--- src/rtl/readout_slot_scheduler.sv ---
// readout_slot_scheduler: time-division grant of one readout pair among binary-rate cores
module readout_slot_scheduler #(
  parameter int N_CORES = 8,
  parameter int ID_W    = 5
) (
  input  logic               clk_master,
  input  logic               reset,
  input  logic               enable,
  input  logic [N_CORES-1:0] in_eve,
  input  logic [N_CORES-1:0] in_pol_eve,
  output logic [N_CORES-1:0] gray_out,
  output logic [N_CORES-1:0] ctrlb,
  output logic               out_eve,
  output logic               out_pol_eve,
  output logic               out_valid,
  output logic [ID_W-1:0]    out_core_id,
  output logic               frame_end,
  output logic               busy
);
  typedef enum logic [1:0] {IDLE, RUN, DRAIN} state_t;
  state_t state, state_nxt;
  logic [N_CORES-1:0] cnt, cnt_inc, grant;
  logic [ID_W-1:0] tz;
  logic tz_done, idle_slot, proc;
  assign cnt_inc   = cnt + N_CORES'(1);
  assign idle_slot = &cnt;
  assign proc      = state != IDLE;
  assign grant     = idle_slot ? '0 : N_CORES'(1) << tz;
  // slot owner is the number of trailing ones in the counter
  always_comb begin
    tz = '0;
    tz_done = 1'b0;
    for (int i = 0; i < N_CORES; i++) begin
      if (!tz_done && cnt[i]) tz = tz + 1'b1;
      else tz_done = 1'b1;
    end
  end
  // stopping only ever happens on the idle slot, so frames are never cut short
  always_comb begin
    state_nxt = state == IDLE ? (enable ? RUN : IDLE)
              : enable ? RUN
              : idle_slot ? IDLE : DRAIN;
  end
  always_ff @(posedge clk_master) begin
    if (reset) begin
      state       <= IDLE;
      cnt         <= '0;
      gray_out    <= '0;
      ctrlb       <= '1;
      out_eve     <= 1'b0;
      out_pol_eve <= 1'b0;
      out_valid   <= 1'b0;
      out_core_id <= '0;
      frame_end   <= 1'b0;
      busy        <= 1'b0;
    end else begin
      state <= state_nxt;
      busy  <= state_nxt != IDLE;
      if (proc) begin
        cnt         <= cnt_inc;
        gray_out    <= cnt_inc ^ (cnt_inc >> 1);
        ctrlb       <= ~grant;
        out_eve     <= |(in_eve & grant);
        out_pol_eve <= |(in_pol_eve & grant);
        out_valid   <= !idle_slot;
        out_core_id <= idle_slot ? '0 : tz;
        frame_end   <= idle_slot;
      end else begin
        ctrlb       <= '1;
        out_eve     <= 1'b0;
        out_pol_eve <= 1'b0;
        out_valid   <= 1'b0;
        out_core_id <= '0;
        frame_end   <= 1'b0;
      end
    end
  end
endmodule

--- config.mk ---
export PLATFORM = sky130hd
export DESIGN_NAME = readout_slot_scheduler
export DESIGN_NICKNAME = d
export VERILOG_FILES = /design/src/rtl/readout_slot_scheduler.sv
export SDC_FILE = /design/constraint.sdc
export NUM_CORES = 1
export LEC_CHECK = 0
export ABC_AREA = 1
export BUFFER_PORTS_ARGS = -buffer_cell sky130_fd_sc_hd__buf_2
export CORE_MARGIN = 2
export CORE_UTILIZATION = 45
export DETAILED_ROUTE_END_ITERATION = 12
export PLACE_DENSITY = 0.68
export SLEW_MARGIN = 5
export SYNTH_ARGS = -nofsm -noshare
export SYNTH_HDL_FRONTEND = slang
export SYNTH_SLANG_ARGS = --single-unit
--- constraint.sdc ---
create_clock -name clk_master -period 8.35 [get_ports clk_master]
set_input_delay 0.4175 -clock clk_master [delete_from_list [all_inputs] [get_ports clk_master]]
set_output_delay 0.4175 -clock clk_master [all_outputs]
set_load 0.01 [all_outputs]
==> run summary <==
====================================================================================================
Run status ............................................................................ finished clean
Post-synthesis cell count .............................................................          311
Max stage delay cell, worst path ...................................................... sky130_fd_sc_hd__dfxtp_1
Static leakage ........................................................................      1.22 nW
Pins over their slew limit ............................................................            0
Ratio of routed vias to standard cells ................................................         4.98
Syn Nets ..............................................................................          338
Overflow left after global routing ....................................................            0
Maximum fanout along the worst path ...................................................            8
Antenna diodes ........................................................................            0
Insertion delay of the later-clocked pin in the worst-skew pair .......................       280 ps
Final worst-path setup slack ..........................................................      3880 ps
Reg-to-reg setup timing slack .........................................................      3880 ps
Post-Route WL .........................................................................      4.50 mm
Slew at the pin closest to its max-slew limit .........................................       621 ps
Startpoint type of the worst setup path ...............................................     register
# resized after CTS ...................................................................            0
Number of placement rows ..............................................................           25
Tightest slew margin relative to the limit ............................................        0.585
Nets ..................................................................................          382
Async set-reset flop share out of synthesis ...........................................            0
Fraction of layout instances using a drive strength above 1 ...........................        0.258
Commonest cells in the netlist ........................................................ 62 x sky130_fd_sc_hd__nand2_1, 35 x sky130_fd_sc_hd__dfxtp_1, 35 x sky130_fd_sc_hd__inv_1, 35 x sky130_fd_sc_hd__nand3_1, 34 x sky130_fd_sc_hd__nor2_1
Main combinational cell family by area after synthesis ................................ simple AND/OR/NAND/NOR gates
Max capacitance violation total .......................................................            0
Core Box Area .........................................................................   4690 sq um
Hold path startpoint ..................................................................       enable
Multiplexer area fraction after synthesis .............................................            0
Number of detailed-route iterations in the first pass .................................            4
Clock-pin slew reported for the worst setup and hold paths after clock tree synthesis .        70 ps
Root buf cell ......................................................................... sky130_fd_sc_hd__clkbuf_8
Post-synthesis sequential element count ...............................................           35
Total of buffers placed on input and output ports .....................................           44
Average footprint of a synthesized cell ...............................................   7.02 sq um
Min-delay worst type ..................................................................    in -> reg
Minimum period implied by the final worst setup slack .................................      4470 ps
Synthesis Warnings ....................................................................            0
GRT Overall Usage .....................................................................        0.178
Required arrival time at the worst endpoint ...........................................      8560 ps
Cell types with the largest area share after synthesis ................................ sky130_fd_sc_hd__dfxtp_1 32%, sky130_fd_sc_hd__nand2_1 11%, sky130_fd_sc_hd__nand3_1 8.0%, sky130_fd_sc_hd__nor2_4 6.2%, sky130_fd_sc_hd__inv_1 6.0%
Peak ir drop on the vdd network .......................................................     0.114 mV
Initial antenna violation count .......................................................            0
DRC viols .............................................................................            0
Top achievable clock speed ............................................................      224 MHz
DRC marker count from the first detailed-route iteration ..............................           64
Most frequent cell after synthesis .................................................... sky130_fd_sc_hd__nand2_1
Unique cell type count in the Yosys netlist ...........................................           33
Post-Synth Adder-Cell Area ............................................................       0.0459
Die X-Extent ..........................................................................      73.6 um
Path depth of the worst reg2reg path ..................................................           29
Vias after detailed routing ...........................................................         2043
GR Layer Usage met3 ...................................................................       0.0316
Post-synthesis sequential area ratio ..................................................        0.321
Cell repeated most along the worst path ............................................... sky130_fd_sc_hd__nand2_1
Hold path endpoint .................................................................... state[1]$_SDFF_PP0_
Vias in the first global route ........................................................         1803
Global-route layer with the greatest usage ............................................         met2
Sink Count ............................................................................           35
Wire length per cell ..................................................................      11.0 um
Gpl congestion ........................................................................        0.909
CTS tree ..............................................................................          yes
Post-synth EDFFs ......................................................................            0
Setup Viol. Count Final ...............................................................            0
Final hold violations .................................................................            0
Worst path arrival time ...............................................................      4680 ps
Largest net degree at the start of global routing .....................................           16
Netlist Area Pre-Place ................................................................   2180 sq um
Setup slack after placement ...........................................................      3920 ps
Post-synthesis simple-gate area fraction ..............................................        0.416
Wire length of the first global-routing pass ..........................................      7.67 mm
Routed Antenna Nets ...................................................................            0
Max Buffers Root-to-Sink ..............................................................            2
Post-synthesis compound-gate area fraction ............................................       0.0946
Largest stage delay on the critical path ..............................................       470 ps
Fin Setup TNS .........................................................................         0 ps
Die Height ............................................................................      73.6 um
Half-perimeter wire length of the detailed placement result ...........................      3.65 mm
Nature of the critical path endpoint ..................................................     register
Post-CTS Hold Fix Bufs ................................................................            0
Number of clock buffers inserted by TritonCTS .........................................            5
Clock Skews ...........................................................................      5.88 ps
Number of setup buffers added after CTS ...............................................            0
Ports .................................................................................           45
Setup repair after global routing missed its margin ...................................        false
P per Cell Area .......................................................................  135 nW/um^2
Met1 Usage GRT ........................................................................        0.246
DIE AREA ..............................................................................   5420 sq um
Effective utilization at floorplan ....................................................        0.465
Level count of the clock H-tree .......................................................            2
Final worst path period share .........................................................        0.535
Met2 layer usage reported by global route .............................................        0.278
Type of the setup path with the least slack ...........................................   reg -> reg
Worst reg2reg path startpoint ......................................................... cnt[0]$_SDFFE_PP0N_
Most used flip-flop cell after synthesis .............................................. sky130_fd_sc_hd__dfxtp_1
Capture instance of the worst register-to-register path ............................... out_pol_eve$_SDFF_PP0_
Cell depth of the worst min-delay path ................................................            2
Fraction of synthesized cell area in xor and xnor cells ...............................       0.0235
Area growth from synthesis to layout ..................................................        15.8%
Top cell type by total area after synthesis ........................................... sky130_fd_sc_hd__dfxtp_1
Proportion of netlist area held by the largest area contributor .......................        0.321
====================================================================================================
cells in the final DEF, fill, tap and decap left out, types with 8 or more instances in the layout:
cell type	netlist	routed
sky130_fd_sc_hd__nor2_1	34	34
sky130_fd_sc_hd__nand2_2	9	9
sky130_fd_sc_hd__a21oi_1	17	17
sky130_fd_sc_hd__o21ai_0	10	10
sky130_fd_sc_hd__dfxtp_1	35	35
sky130_fd_sc_hd__nand2_1	62	62
sky130_fd_sc_hd__nor2_4	12	12
sky130_fd_sc_hd__nand3_1	35	35
sky130_fd_sc_hd__buf_2	2	44
sky130_fd_sc_hd__nand3_2	8	8
sky130_fd_sc_hd__inv_1	35	35
sky130_fd_sc_hd__ha_1	8	8
worst max-delay path by stage:
stage,from,endpoint,slack (ps),depth (start not counted)
after floorplan,cnt[0]$_SDFFE_PP0N_,out_eve$_SDFF_PP0_,4290,29
after CTS,cnt[0]$_SDFFE_PP0N_,out_pol_eve$_SDFF_PP0_,3880,29
after global placement,cnt[0]$_SDFFE_PP0N_,out_pol_eve$_SDFF_PP0_,4110,29
final,cnt[0]$_SDFFE_PP0N_,out_pol_eve$_SDFF_PP0_,3880,29
after global routing,cnt[0]$_SDFFE_PP0N_,out_pol_eve$_SDFF_PP0_,3450,29
after detailed placement,cnt[0]$_SDFFE_PP0N_,out_pol_eve$_SDFF_PP0_,3920,29
layout make-up:
cell class	count	area, sq um
repair buffers	45	228
flip-flops and latches	35	701
fillers	457	2170
inverters	44	165
well taps	54	67.6
multi-input cells	224	1260
clock buffers	8	100
stage by stage:
stage,hold slack [ps],util,cell area (sq um),std cells,total power (W)
finish,308,0.538,2530,410,0.000341
detailed placement,458,0.517,2430,402,0.000212
global route,301,0.538,2530,410,0.000357
CTS,298,0.538,2530,410,0.000344
global placement,452,0.517,2430,402,0.000212
floorplan,484,-,2180,311,0.000200
worst max-delay path, delay by kind of cell (launching register included):
kind	cells	cell delay [ps]
buffers and inverters	5	370
flip-flops	1	470
AND/OR/NAND/NOR	14	1530
AO/OA/AOI/OAI	5	600
adder cells (fa/ha/maj)	5	1430
logic make-up (layout without fill, tap and decap cells):
logic type	after synthesis	count (layout)
AOI/OAI and AO/OA	36	36
xor gates and xnor gates	5	5
adders and majority gates	8	8
buffers and inverters	52	97
DFF	35	35
and+or+nand+nor	175	175
state kept, by name, summed over array words and instances, names as in the netlist, 2 cells and up:
signal / flops
out_core_id: 5
gray_out: 8
state: 2
ctrlb: 8
cnt: 7
power by group:
part           total [W]  leakage [nW]  switching, W  internal, W
combinational  0.0000356         0.880     0.0000223    0.0000133
clock           0.000133        0.0515     0.0000572    0.0000753
sequential      0.000173         0.284    0.00000223     0.000171
per-layer routing:
layer  share of wire  routed length (um)
met4          0.0038                  17
met3           0.034                 154
met1            0.49                2210
met2            0.47                2120
met5               0                   0
Note: power is estimated with default switching activity, not from simulation.
